$ cat config.mk
export PLATFORM = sky130hd
export DESIGN_NAME = inst_fetch_ctrl
export DESIGN_NICKNAME = d
export VERILOG_FILES = /design/src/rtl/inst_fetch_ctrl.sv
export SDC_FILE = /design/constraint.sdc
export NUM_CORES = 1
export LEC_CHECK = 0
export ABC_AREA = 0
export CORE_ASPECT_RATIO = 0.9
export CORE_UTILIZATION = 50
export CTS_CLUSTER_DIAMETER = 30
export DETAILED_ROUTE_END_ITERATION = 8
export PLACE_DENSITY = 0.86
export SYNTH_ARGS = -nofsm -noshare
export SYNTH_HDL_FRONTEND = slang
export SYNTH_SLANG_ARGS = --single-unit
$ cat constraint.sdc
create_clock -name clk_in -period 4.6 [get_ports clk_in]
set_input_delay 0.46 -clock clk_in [delete_from_list [all_inputs] [get_ports clk_in]]
set_output_delay 0.46 -clock clk_in [all_outputs]
set_load 0.02 [all_outputs]
$ cat src/rtl/inst_fetch_ctrl.sv
// inst_fetch_ctrl: single-outstanding instruction fetch sequencer with decoder handshake and flush redirect
module inst_fetch_ctrl #(
  parameter logic [31:0] RESET_PC = 32'h0
) (
  input  logic        clk_in,
  input  logic        rst_in,
  input  logic        rdy_in,
  output logic        mem_req,
  output logic [31:0] mem_addr,
  input  logic        mem_done,
  input  logic [31:0] mem_data,
  output logic        inst_valid,
  output logic [31:0] inst,
  output logic [31:0] inst_addr,
  input  logic        dec_stall,
  input  logic [31:0] dec_next_pc,
  input  logic        rob_clear,
  input  logic [31:0] rob_clear_pc,
  output logic [31:0] fetch_cnt
);
  localparam logic [1:0] IDLE = 2'd0, FETCH = 2'd1, HOLD = 2'd2, FLUSH = 2'd3;
  logic [1:0]  state;
  logic [31:0] pc;
  logic [31:0] tgt;
  // next fetch target: redirect wins, then decoder (only meaningful in HOLD), else current pc
  always_comb tgt = rob_clear ? rob_clear_pc : (state == HOLD ? dec_next_pc : pc);
  assign mem_req = (state == FETCH) || (state == FLUSH);
  always_ff @(posedge clk_in or negedge rst_in) begin
    if (!rst_in) begin
      state      <= IDLE;
      pc         <= RESET_PC;
      mem_addr   <= 32'h0;
      inst_valid <= 1'b0;
      inst       <= 32'h0;
      inst_addr  <= 32'h0;
      fetch_cnt  <= 32'h0;
    end else if (rdy_in) begin
      case (state)
        IDLE: begin
          pc       <= tgt;
          mem_addr <= {tgt[31:2], 2'b00};
          state    <= FETCH;
        end
        FETCH: begin
          if (rob_clear) pc <= rob_clear_pc;
          if (mem_done && rob_clear) mem_addr <= {tgt[31:2], 2'b00};
          if (mem_done && !rob_clear) begin
            inst       <= mem_data;
            inst_addr  <= pc;
            inst_valid <= 1'b1;
          end
          state <= rob_clear ? (mem_done ? FETCH : FLUSH) : (mem_done ? HOLD : FETCH);
        end
        HOLD: begin
          if (rob_clear || !dec_stall) begin
            pc         <= tgt;
            mem_addr   <= {tgt[31:2], 2'b00};
            inst_valid <= 1'b0;
            fetch_cnt  <= rob_clear ? fetch_cnt : fetch_cnt + 32'd1;
            state      <= FETCH;
          end
        end
        default: begin
          // old request stays on the bus until memory answers; its data is dropped
          if (rob_clear) pc <= rob_clear_pc;
          if (mem_done) begin
            mem_addr <= {tgt[31:2], 2'b00};
            state    <= FETCH;
          end
        end
      endcase
    end
  end
endmodule

==> run summary, run 1 <==
==========================================================================================
Run status                                                                       completed
Number of DRC violations after detailed-routing iteration 0                            317
Simple-Gate Fraction of Synth Area                                                   0.127
Post-CTS setup repair buffer count                                                       0
Yosys warning total                                                                      0
Fraction of layout instances using a drive strength above 1                          0.132
Clock buffers created by TritonCTS                                                      17
Total Negative Setup Slacks                                                           0 ns
Data required, critical path                                                       4.86 ns
Worst setup SP type                                                              flip-flop
Overall global routing resource usage                                                0.261
Fmax achieved                                                                    0.404 GHz
Top layer used by detailed routing                                                    met5
Maximum number of pins on one net before global-route repair                            86
Cell at the root of the clock tree                                               clkbuf_16
Switching part of the total power                                                    0.329
Total inserted antenna cells                                                             0
#FFs+latches synth                                                                     161
Internal Power                                                                     4.00 mW
Clock slew at reported path FFs                                                    0.06 ns
Max-cap viol count                                                                       0
Worst-case headroom to the max-slew limit                                            0.249
Highest-count cells in the layout ignoring fill and taps                      clkdlybuf4s50_1, dfrtp_1, nand2_1, nor2_1
Max H-tree Level                                                                         4
Worst path cell trace                                                         or3b_4 -> o21ai_0 -> a21o_2 -> o21ai_0
# clock sinks                                                                          161
Core region area                                                                14000 um^2
Fraction of synthesized cell area in xor and xnor cells                             0.0379
Share of synthesized cell area in full adder, half adder and majority cells        0.00523
Kind of path behind the tightest hold check                                   primary input to asynchronous set/reset pin
Total routed wirelength                                                            18.1 mm
Cell area power density                                                        582 nW/um^2
Number of endpoints with negative hold slack in the final report                         0
Post-cts resize count                                                                    0
Residual antenna-violating net count after detailed routing                              0
Worst clock skew                                                                0.00528 ns
Number of failing setup endpoints in the final timing report                             0
Via count of the first global-routing pass                                            5805
Sequential power share                                                               0.365
Count of buffers inserted at the top-level ports                                       229
Routed length on met2                                                              8.67 mm
Top cell family by delay on the critical path                                 compound AO/OA/AOI/OAI gates
Area growth from synthesis to final layout                                           42.9%
Ratio of final minimum period to clock period                                        0.539
Worst slack after detailed placement                                               2.04 ns
Synthesized cell area                                                            7170 um^2
Top Ports                                                                              232
Static Leakage                                                                     4.60 nW
Final Max Tran Viols                                                                     0
Num rows                                                                                41
RSZ-0062 raised after global routing                                                    no
Average size of a mapped cell                                                    10.7 um^2
Min Clock Period, post-route                                                       2.48 ns
Data arrival at the endpoint of the critical path                                  2.73 ns
Vias per cell                                                                         5.23
Most frequent standard cell in the layout excluding fill and tap cells        clkdlybuf4s50_1
Number of buffers between clock root and the deepest sink                                2
Buffers and inverters on the worst path                                                  0
TritonCTS clock tree                                                                  done
HPWL Detailed                                                                      12.4 mm
Critical Path Max Stage Delay                                                      0.74 ns
Clock latency on the worst-skew pair                                               0.43 ns
Compound-gate portion of the synthesized area                                       0.0972
Starting Density                                                                     0.512
Wire length of the first global-routing pass                                       29.4 mm
Clk network pwr share                                                                0.263
Critical Path Slowest Stage Cell                                                    a21o_2
Cell count after synthesis                                                             668
Peak fanout along the critical path                                                     60
Count of nets after finishing                                                          986
Type of the worst setup path                                                  flip-flop to flip-flop
Part of the power in combinational logic                                             0.372
Antenna violations before repair                                                         1
Wire length per cell                                                               16.7 um
Reported net switching power                                                       1.96 mW
Die height                                                                          116 um
Worst voltage drop across the vdd grid                                              456 uV
Number of buffers inserted by hold repair at cts                                         0
Die area                                                                        14800 um^2
Last weighted congestion value of the routability-driven placer                      0.821
Category of the worst setup path capture point                                   flip-flop
Post-route DRC violation count                                                           0
Routed metal-1 wirelength                                                          7.43 mm
Via count                                                                             5690
Routed wire length on met3                                                         1.62 mm
Slew at the pin closest to its max-slew limit                                      1.13 ns
Fraction of synthesized area in multiplexers                                         0.142
X dimension of the die                                                              128 um
Share of the yosys chip area belonging to registers                                  0.562
Critical Path Most Common Cell                                                     o21ai_0
Number of optimization iterations in the first detailed-route pass                       4
GRT overflow                                                                             0
Dominant combinational cell family by area after synthesis                    multiplexers
Synth cell types                                                                        40
Worst path setup slack after routing                                               2.12 ns
==========================================================================================
[power groups by stage]
stage          combinational [mW]  clock [mW]  sequential [mW]
3_5_place_dp                 2.22           0             2.19
6_report                     2.22        1.56             2.18
4_1_cts                      2.24        1.59             2.18
2_1_floorplan               0.596           0             2.66
5_1_grt                      2.37        1.65             2.24
3_3_place_gp                 2.19           0             2.17
[synthesized netlist by cell type (all sizes together)]
master	instances	area share
o31ai	2	0.0021
or3	1	0.0016
ha	3	0.0052
mux2i	30	0.042
and2	2	0.0017
and3	7	0.0061
nor2	68	0.036
and4	3	0.0037
nand2	83	0.043
inv	3	0.0016
a21oi	62	0.043
nor3	3	0.0035
dfrtp	161	0.56
conb	1	0.00052
mux2	64	0.10
xor2	11	0.013
or2	3	0.0026
nand4	8	0.0070
nor2b	1	0.00087
nand4b	1	0.0012
xnor2	20	0.024
nand3	9	0.0070
a22o	1	0.0012
nand2b	4	0.0035
a21boi	2	0.0021
clkbuf	26	0.014
a21o	1	0.0010
o21ai	65	0.045
or3b	1	0.0016
buf	17	0.013
o21a	2	0.0021
nor3b	1	0.0017
nor4	2	0.0059
[per-layer routing]
layer,track usage,up-vias
met4,0.0965,2
li1,-,2715
met1,0.320,2721
met2,0.427,216
met5,0,-
met3,0.0946,36
[stage by stage]
stage | hold slack [ns] | power, mW | cell area, um^2 | cells | util
2_1_floorplan | 0.164 | 3.26 | 7170 | 669 | -
3_3_place_gp | 0.455 | 4.36 | 9580 | 1055 | 0.684
3_5_place_dp | 0.458 | 4.42 | 9580 | 1055 | 0.684
4_1_cts | 0.109 | 6.00 | 10200 | 1087 | 0.732
5_1_grt | 0.131 | 6.26 | 10200 | 1087 | 0.732
6_report | 0.0688 | 5.96 | 10200 | 1087 | 0.732
[worst paths after layout]
path / from / end / slack (ns) / cells after the start
max in group asynchronous: rst_in / inst[5] / 3.45 / 2
worst max-delay path: state[0] / mem_addr[17] / 2.12 / 4
min in group clk_in: fetch_cnt[31] / fetch_cnt[31] / 0.47 / 1
worst min-delay path: rst_in / fetch_cnt[15] / 0.07 / 1
worst max register to register: state[0] / mem_addr[17] / 2.12 / 4
worst min register to register: fetch_cnt[31] / fetch_cnt[31] / 0.47 / 1
[sequential cells by signal, summed over array words and instances, names as in the netlist]
name	count
fetch_cnt	32
inst	32
inst_addr	32
pc	32
mem_addr	30
state	2
inst_valid	1
[area by class of cell]
class | instances | area, um^2
clock inverters | 13 | 209
inverters | 3 | 11.3
repair buffers | 236 | 2340
well taps | 193 | 241
fillers | 978 | 3760
multi-input cells | 462 | 2960
flip-flops and latches | 161 | 4030
clock buffers | 19 | 453
[logic make-up (layout without fill, tap and decap cells)]
| group | Yosys count | in the layout |
|---|---|---|
| mux | 94 | 94 |
| simple gates | 197 | 197 |
| other cells | 1 | 2 |
| flops | 161 | 161 |
| buf+inv | 46 | 271 |
| fa+ha+maj | 3 | 3 |
| compound gates | 135 | 135 |
| xor+xnor | 31 | 31 |
Note: power is estimated with default switching activity, not from simulation.
==> inputs of run 2 (changes only) <==
--- a/config.mk
+++ b/config.mk
@@ -7,10 +7,10 @@
 export LEC_CHECK = 0
 export ABC_AREA = 0
 export CORE_ASPECT_RATIO = 0.9
-export CORE_UTILIZATION = 50
+export CORE_UTILIZATION = 42
 export CTS_CLUSTER_DIAMETER = 30
 export DETAILED_ROUTE_END_ITERATION = 8
-export PLACE_DENSITY = 0.86
+export PLACE_DENSITY = 0.77
 export SYNTH_ARGS = -nofsm -noshare
 export SYNTH_HDL_FRONTEND = slang
 export SYNTH_SLANG_ARGS = --single-unit
==> constraint.sdc (replaced) <==
create_clock -name clk_in -period 2.1 [get_ports clk_in]
set_input_delay 0.21 -clock clk_in [delete_from_list [all_inputs] [get_ports clk_in]]
set_output_delay 0.21 -clock clk_in [all_outputs]
set_load 0.02 [all_outputs]
==> run summary, run 2 (synthesis gave the netlist of run 1 again) <==
=====================================================================================
Slew at the pin closest to its max-slew limit                                0.624 ns   was 1.13 ns
Layout fillers                                                                   1355   was 978
Max-cap viol count                                                                  0   unchanged
Starting Density                                                                0.437   was 0.512
Internal Power                                                                8.57 mW   was 4.00 mW
Via count of the first global-routing pass                                       5786   was 5805
Ratio of final minimum period to clock period                                   0.919   was 0.539
Clock buffers created by TritonCTS                                                 17   unchanged
Static Leakage                                                                4.65 nW   was 4.60 nW
Worst reg2reg path endpoint                                              fetch_cnt[27]   was mem_addr[17]
Fmax achieved                                                               0.518 GHz   was 0.404 GHz
GRT overflow                                                                        0   unchanged
Number of cells on the worst reg-to-reg path                                        5   was 4
Clock slew at reported path FFs                                               0.07 ns   was 0.06 ns
Area growth from synthesis to final layout                                      44.1%   was 42.9%
Data required, critical path                                                  2.44 ns   was 4.86 ns
Min Clock Period, post-route                                                  1.93 ns   was 2.48 ns
Number of failing setup endpoints in the final timing report                        0   unchanged
Number of optimization iterations in the first detailed-route pass                  6   was 4
Internal reg-to-reg setup slack                                               0.17 ns   was 2.12 ns
Overall global routing resource usage                                           0.218   was 0.261
Last weighted congestion value of the routability-driven placer                 0.815   was 0.821
Kind of path behind the tightest hold check                              primary input to asynchronous set/reset pin   unchanged
Combined flip-flop and latch cell area                                      4030 um^2   unchanged
Final Max Tran Viols                                                                0   unchanged
Sequential power share                                                          0.369   was 0.365
Highest-count cells in the layout ignoring fill and taps                 clkdlybuf4s50_1, dfrtp_1, nand2_1, nor2_1   unchanged
Wire length of the first global-routing pass                                  30.1 mm   was 29.4 mm
RSZ-0062 raised after global routing                                               no   unchanged
Die height                                                                     126 um   was 116 um
Worst voltage drop across the vdd grid                                         842 uV   was 456 uV
Post-CTS setup repair buffer count                                                  0   unchanged
Peak fanout along the critical path                                                 5   was 60
Number of DRC violations after detailed-routing iteration 0                       244   was 317
Reported net switching power                                                  4.24 mW   was 1.96 mW
Fraction of layout instances using a drive strength above 1                     0.136   was 0.132
Switching part of the total power                                               0.331   was 0.329
Total Negative Setup Slacks                                                      0 ns   unchanged
Max H-tree Level                                                                    4   unchanged
Post-route worst hold slack                                                  0.308 ns   was 0.0688 ns
Wire length per cell                                                          16.5 um   was 16.7 um
Worst-case headroom to the max-slew limit                                       0.584   was 0.249
Num rows                                                                           44   was 41
Run status                                                                  completed   unchanged
X dimension of the die                                                         140 um   was 128 um
Cell at the root of the clock tree                                          clkbuf_16   unchanged
Worst setup startpoint                                                       state[0]   unchanged
Worst clock skew                                                           0.00842 ns   was 0.00528 ns
Via count                                                                        5747   was 5690
Worst setup SP type                                                         flip-flop   unchanged
Part of the power in combinational logic                                        0.385   was 0.372
Multi-input combinational cell area                                         2960 um^2   unchanged
Count of nets after finishing                                                     995   was 986
Core region area                                                           16400 um^2   was 14000 um^2
Total inserted antenna cells                                                        0   unchanged
Count of buffers inserted at the top-level ports                                  229   unchanged
Residual antenna-violating net count after detailed routing                         0   unchanged
Category of the worst setup path capture point                              flip-flop   unchanged
Antenna violations before repair                                                    0   was 1
Startpoint of the most critical register-to-register path                    state[0]   unchanged
Data arrival at the endpoint of the critical path                             2.27 ns   was 2.73 ns
Most frequent standard cell in the layout excluding fill and tap cells   clkdlybuf4s50_1   unchanged
Type of the worst setup path                                             flip-flop to flip-flop   unchanged
Maximum number of pins on one net before global-route repair                       70   was 86
HPWL Detailed                                                                 12.5 mm   was 12.4 mm
Total routed wirelength                                                       18.3 mm   was 18.1 mm
TritonCTS clock tree                                                             done   unchanged
Top Ports                                                                         232   unchanged
Clock latency on the worst-skew pair                                          0.42 ns   was 0.43 ns
Number of buffers between clock root and the deepest sink                           2   unchanged
Cell area power density                                                  1240 nW/um^2   was 582 nW/um^2
# clock sinks                                                                     161   unchanged
Clk network pwr share                                                           0.246   was 0.263
Post-route DRC violation count                                                      0   unchanged
Vias per cell                                                                    5.18   was 5.23
Number of endpoints with negative hold slack in the final report                    0   unchanged
Die area                                                                   17600 um^2   was 14800 um^2
=====================================================================================
==> run 2: per-stage QoR <==
| stage | total power, mW | setup WS (ns) | cells | util | cell area (um^2) |
|---|---|---|---|---|---|
| finish | 12.8 | 0.171 | 1110 | 0.630 | 10300 |
| global route | 13.5 | 0.0788 | 1110 | 0.630 | 10300 |
| CTS | 12.9 | 0.175 | 1110 | 0.630 | 10300 |
| detailed placement | 9.73 | 0.0887 | 1077 | 0.593 | 9720 |
| global placement | 9.63 | 0.139 | 1077 | 0.593 | 9720 |
| floorplan | 7.14 | 0.129 | 669 | - | 7170 |
==> run 2: final cells by class <==
type	count	area share
Clock buffer	22	0.0449
Multi-Input combinational cell	462	0.287
Timing Repair Buffer	245	0.239
Sequential cell	161	0.390
Tap cell	207	0.0251
Clock inverter	10	0.0130
Inverter	3	0.00109
==> run 2: what timing repair did <==
action / CTS / global route
resized for setup: 0 / 0
setup endpoints to repair: 0 / 0
hold endpoints to repair: 47 / 0
hold buffers: 1 / 0
==> run 2: worst max-delay path: stages (launching register included) <==
cell and delay (ns):
dfrtp_1 0.38, or3b_4 0.43, or2_1 0.34, nor4_4 0.31, and3_1 0.22, xor2_1 0.17
==> run 2: power by group through the flow <==
| stage | combinational, mW | clock [mW] | sequential, mW |
|---|---|---|---|
| after floorplan | 1.31 | 0 | 5.83 |
| after global placement | 4.92 | 0 | 4.72 |
| after detailed placement | 4.97 | 0 | 4.76 |
| after CTS | 4.99 | 3.22 | 4.73 |
| after global routing | 5.27 | 3.36 | 4.87 |
| final | 4.93 | 3.15 | 4.73 |
==> run 2: worst max path at each step <==
stage / end / slack [ns] / depth (start not counted)
after floorplan: inst[10] / 0.13 / 8
after global placement: fetch_cnt[27] / 0.14 / 6
after detailed placement: fetch_cnt[27] / 0.09 / 6
after CTS: fetch_cnt[27] / 0.17 / 5
after global routing: fetch_cnt[27] / 0.08 / 5
final: fetch_cnt[27] / 0.17 / 5
==> run 2: metal layers <==
metal / track usage / up-vias / share of wire
met5: 0 / - / 0
met4: 0.0782 / 0 / 0.020
met3: 0.0734 / 28 / 0.078
met2: 0.355 / 207 / 0.47
met1: 0.271 / 2774 / 0.44
li1: - / 2738 / -
